--- config.mk ---
export PLATFORM = sky130hd
export DESIGN_NAME = hazard_controller
export DESIGN_NICKNAME = d
export VERILOG_FILES = /design/src/rtl/hazard_controller.sv
export SDC_FILE = /design/constraint.sdc
export NUM_CORES = 1
export LEC_CHECK = 0
export ABC_CLOCK_PERIOD_IN_PS = 6500
export CAP_MARGIN = 40
export CORE_MARGIN = 5
export CORE_UTILIZATION = 51
export DETAILED_ROUTE_END_ITERATION = 12
export MAX_ROUTING_LAYER = met4
export PLACE_DENSITY = 0.86
export SKIP_CTS_REPAIR_TIMING = 1
export SLEW_MARGIN = 20
export SYNTH_ARGS = -nofsm -noshare
export SYNTH_HDL_FRONTEND = slang
export SYNTH_SLANG_ARGS = --single-unit
--- constraint.sdc ---
create_clock -name clk -period 6.5 [get_ports clk]
set_input_delay 1.95 -clock clk [delete_from_list [all_inputs] [get_ports clk]]
set_output_delay 1.95 -clock clk [all_outputs]
set_load 0.1 [all_outputs]
--- src/rtl/hazard_controller.sv ---
// hazard_controller: pipeline hazard and stall control.
// Drives the data-hazard stall, the memory-wait global freeze and the
// branch flush, and keeps saturating counters for stall and freeze cycles.
// Optional feature: define FORWARDING_EN so that only load-use hazards stall.
// Without it, any EXE or MEM write-back to a source register stalls.
module hazard_controller #(
    parameter int unsigned FLUSH_CYCLES = 1,
    parameter int unsigned CNT_W        = 16
) (
    input  logic             clk,
    input  logic             rst,
    input  logic [3:0]       src_1,
    input  logic [3:0]       src_2,
    input  logic             two_src,
    input  logic             exe_wb_en,
    input  logic             exe_mem_r_en,
    input  logic [3:0]       exe_dest,
    input  logic             mem_wb_en,
    input  logic [3:0]       mem_dest,
    input  logic             mem_req,
    input  logic             mem_ready,
    input  logic             branch_taken,
    output logic             hazard_stall,
    output logic             freeze_all,
    output logic             flush,
    output logic [1:0]       state,
    output logic [CNT_W-1:0] stall_count,
    output logic [CNT_W-1:0] freeze_count
);

    typedef enum logic [1:0] {
        ST_RUN      = 2'b00,
        ST_MEM_WAIT = 2'b01,
        ST_FLUSH    = 2'b10
    } state_t;

    localparam logic [1:0] FCNT_LOAD = 2'(FLUSH_CYCLES - 1);

    state_t           state_q, state_d;
    state_t           cur_state;
    logic [1:0]       fcnt_q, fcnt_d;
    logic [CNT_W-1:0] stall_q, stall_d;
    logic [CNT_W-1:0] freeze_q, freeze_d;
    logic             match_exe;
    logic             match_mem;
    logic             stall_raw;

    // Source-register comparison against the EXE and MEM destinations
    always_comb begin
        match_exe = (src_1 == exe_dest) || (two_src && (src_2 == exe_dest));
        match_mem = (src_1 == mem_dest) || (two_src && (src_2 == mem_dest));
    end

`ifdef FORWARDING_EN
    // MEM-stage producers are covered by forwarding, so their ports only feed this sink.
    logic unused_mem;
    assign unused_mem = ^{mem_wb_en, match_mem};

    // Load-use is the only hazard forwarding cannot resolve
    always_comb begin
        stall_raw = exe_mem_r_en && exe_wb_en && match_exe;
    end
`else
    logic unused_load;
    assign unused_load = exe_mem_r_en;

    // Without forwarding, any in-flight write-back to a source must stall
    always_comb begin
        stall_raw = (exe_wb_en && match_exe) || (mem_wb_en && match_mem);
    end
`endif

    // Next-state, flush-counter and priority-resolved control outputs.
    // While rst is high the decode treats the machine as already in RUN.
    always_comb begin
        freeze_all = mem_req && !mem_ready;
        cur_state  = rst ? ST_RUN : state_q;
        state_d    = cur_state;
        fcnt_d     = fcnt_q;
        flush      = 1'b0;
        case (cur_state)
            ST_RUN: begin
                if (freeze_all) begin
                    state_d = ST_MEM_WAIT;
                end else if (branch_taken) begin
                    flush = 1'b1;
                    if (FLUSH_CYCLES > 1) begin
                        state_d = ST_FLUSH;
                        fcnt_d  = FCNT_LOAD;
                    end
                end
            end
            ST_MEM_WAIT: begin
                if (!freeze_all) begin
                    state_d = ST_RUN;
                end
            end
            ST_FLUSH: begin
                if (!freeze_all) begin
                    flush = 1'b1;
                    if (fcnt_q == 2'd1) begin
                        state_d = ST_RUN;
                        fcnt_d  = '0;
                    end else begin
                        fcnt_d = fcnt_q - 2'd1;
                    end
                end
            end
            default: begin
                state_d = ST_RUN;
                fcnt_d  = '0;
            end
        endcase
        hazard_stall = stall_raw && !freeze_all && !flush;
    end

    // Saturating statistics counters
    always_comb begin
        stall_d  = stall_q;
        freeze_d = freeze_q;
        if (hazard_stall && (stall_q != '1)) begin
            stall_d = stall_q + 1'b1;
        end
        if (freeze_all && (freeze_q != '1)) begin
            freeze_d = freeze_q + 1'b1;
        end
    end

    // State and counter registers; reset abandons any wait or flush in progress
    always_ff @(posedge clk) begin
        if (rst) begin
            state_q  <= ST_RUN;
            fcnt_q   <= '0;
            stall_q  <= '0;
            freeze_q <= '0;
        end else begin
            state_q  <= state_d;
            fcnt_q   <= fcnt_d;
            stall_q  <= stall_d;
            freeze_q <= freeze_d;
        end
    end

    assign state        = state_q;
    assign stall_count  = stall_q;
    assign freeze_count = freeze_q;

endmodule
==> flow_metrics.py <==
metrics = {
    "clock_tree": {
        "htreeDepth": 2,
        "cts_buffer_depth": 2,
        "root_buffer": "clkbuf_8",
        "numCtsBuffers": 5,
        "clk_pin_slew_worst_paths_ps": 70,
        "cts_sinks": 36,
        "insertion_delay_ps": 290,
        "cts_tree": "done",
    },
    "place": {
        "numPortBuffers": 60,
        "gp_congestion": 0.879,
        "dpl.hpwl_mm": 4.70,
    },
    "global_route": {
        "grt_usage_pct": 24.4,
        "grt_pass1_vias": 2102,
        "grt_max_degree": 38,
        "antenna_found_initial": 0,
        "grt_pass1_wl_mm": 10.1,
        "gr-total-overflow": 0,
    },
    "logic_synthesis": {
        "synth_area_per_cell_um2": 8.49,
        "yosysSeqAreaShare_pct": 34.8,
        "synthFlopType": "dfxtp_1",
        "netlist_area_mm2": 0.00207,
        "synth-edff-count": 0,
        "synth_fp_nets": 272,
        "synth_area_leaders": "dfxtp_1 35%, nor2_1 7.1%, xor2_1 5.9%",
        "synth_top_cell_by_area": "dfxtp_1",
        "synthArstFlopShare_pct": 0,
        "ys_types": 48,
        "ys_warn_count": 0,
        "post-synth-top-area-fraction_pct": 34.8,
        "syn_inst": 244,
        "ys_seq_elements": 36,
        "synthTopCellsByCount": "39 x nor2_1, 36 x dfxtp_1, 17 x nand3_1, 14 x nand2_1, 14 x xor2_1",
        "synth_most_common_cell": "nor2_1",
    },
    "floorplan": {
        "die_y_um": 73.7,
        "coreArea_mm2": 0.00397,
        "row_count": 23,
        "die_area_mm2": 0.00543,
        "ios": 62,
        "start_util_pct": 52.1,
        "die_w_um": 73.7,
    },
    "timing": {
        "relSlewSlack_pct": 47.8,
        "setup_tns_ps": 0,
        "min_period_over_period_pct": 92.1,
        "setup_violations": 0,
        "fin_skew_ps": 3.22,
        "finalMaxSlewViolations": 0,
        "hold_ws_ps": 500,
        "max_freq_mhz": 167,
        "hold_violations": 0,
        "fin_crit_ps": 5980,
        "worstMarginPinSlew_ps": 780,
        "rsz0062_at_grt": "false",
    },
    "worst_setup_path": {
        "required_ps": 4550,
        "crit_path_max_fanout": 19,
        "arrival_ps": 4030,
        "reg2reg_depth": 6,
        "critPathLaunchType": "primary input",
        "crit_path_end_kind": "primary output",
        "worst-setup-path-type": "in -> out",
    },
    "power_and_ir_drop": {
        "ir_drop_mv": 0.110,
        "p_leak_nw": 1.27,
        "power.switching_w": 0.000133,
        "power.density_mw_per_mm2": 155,
        "combPwrFrac_pct": 15.3,
        "intPower_w": 0.000390,
        "seq_power_share_pct": 42.8,
        "clkPwrFrac_pct": 41.9,
        "netSwitchingFraction_pct": 25.5,
    },
    "worst_hold_path": {
        "hold_class": "reg -> reg",
        "hold_depth": 2,
    },
    "cells_and_area": {
        "final_layout_size_suffix_gt1_share_pct": 19.5,
        "synthToLayoutAreaGrowth_pct": 63.3,
        "finalNetCount": 366,
        "num_antenna_cells": 0,
    },
    "routing": {
        "routed_wl_mm": 6.09,
        "drtPass1Iterations": 4,
        "drc": 0,
        "avgViaCountPerCell": 5.51,
        "wl_per_cell_um": 15.7,
        "ant_nets": 0,
        "detailroute.via_count": 2142,
        "drt-initial-drc-count": 198,
    },
    "status": {
        "outcome": "complete, no violations",
    },
    "flow_run": {
        "max_cap_viol_count": 0,
    },
}
## cell type report
cell class                 instances  area [um^2]
timing repair buffer              95         1160
multi-input combinational        192         1280
clock buffer                       7         96.3
clock inverter                     1         30.0
tap                               50         62.6
inverter                           8         30.0
sequential                        36          721
fill                             212          589
## layout by cell type (no fill, tap or decap), types with 3 or more instances in the layout
cell type / synthesis / final
clkdlybuf4s50_1: 0 / 57
nor2_1: 39 / 39
dfxtp_1: 36 / 36
buf_8: 0 / 32
nand3_1: 17 / 17
xor2_1: 14 / 14
nand2_1: 14 / 14
nor2b_1: 12 / 12
xnor2_1: 10 / 10
nor3_1: 9 / 9
inv_1: 8 / 8
clkbuf_8: 0 / 7
mux2_1: 6 / 6
nand4_1: 5 / 5
mux2_4: 5 / 5
a21oi_1: 4 / 4
o21ai_0: 4 / 4
and3_1: 4 / 4
nor4_1: 4 / 4
nand2b_1: 3 / 3
o22ai_1: 3 / 3
nor3_2: 3 / 3
mux2i_1: 3 / 3
or4_1: 3 / 3
ha_1: 3 / 3
## path summary, 6_finish.rpt
| kind | start | end | slack (ps) |
|---|---|---|---|
| worst min-delay path | stall_count[13]$_SDFFE_PP0P_ | stall_count[13]$_SDFFE_PP0P_ | 500 |
| worst max-delay path | mem_dest[1] | hazard_stall | 520 |
| worst max register to register | state[1]$_SDFF_PP0_ | stall_count[3]$_SDFFE_PP0P_ | 4440 |
| worst min register to register | stall_count[13]$_SDFFE_PP0P_ | stall_count[13]$_SDFFE_PP0P_ | 500 |
## registers in the layout, summed over array words and instances (netlist names)
| register | cells |
|---|---|
| state | 2 |
| stall_count | 16 |
| fcnt_q | 2 |
| freeze_count | 16 |
## through the flow
stage	utilization [%]	power [W]	setup WS, ps	instances	cell area [um^2]
2_1_floorplan	-	0.000274	338	244	2070
3_3_place_gp	68.5	0.000301	542	347	2720
3_5_place_dp	82.0	0.000308	539	381	3260
4_1_cts	85.2	0.000525	503	389	3380
5_1_grt	85.2	0.000540	345	389	3380
6_report	85.2	0.000523	516	389	3380
## worst max-delay path, cell delays in order
cell	delay, ps
clkdlybuf4s50_1	540
xor2_1	160
nor3_1	60
nand3_1	70
o21ai_1	100
a211oi_4	680
nor2_1	220
buf_12	230
## power groups by stage
stage	clock (W)	sequential [W]	combinational, W
global route	0.000231	0.000224	0.0000851
floorplan	0	0.000238	0.0000361
CTS	0.000222	0.000224	0.0000802
detailed placement	0	0.000229	0.0000793
global placement	0	0.000228	0.0000725
finish	0.000219	0.000224	0.0000802
## per-layer routing
layer / part of all wire (%) / global-route usage (%) / vias up
met5: 0 / - / -
met1: 39 / 28.8 / 1017
met3: 5.3 / 4.51 / 9
li1: - / - / 1034
met2: 54 / 41.9 / 82
met4: 1.3 / 6.84 / 0
## logic make-up (layout without fill, tap and decap cells)
group / Yosys count / count (layout) / synth area share (%)
AOI/OAI and AO/OA: 23 / 23 / 8.04
muxes: 14 / 14 / 8.34
DFF: 36 / 36 / 34.8
xor gates and xnor gates: 24 / 24 / 10.2
adders and majority gates: 3 / 3 / 1.81
and+or+nand+nor: 128 / 128 / 33.5
buffers and inverters: 16 / 111 / 3.32
(Power assumes the default switching activity.)
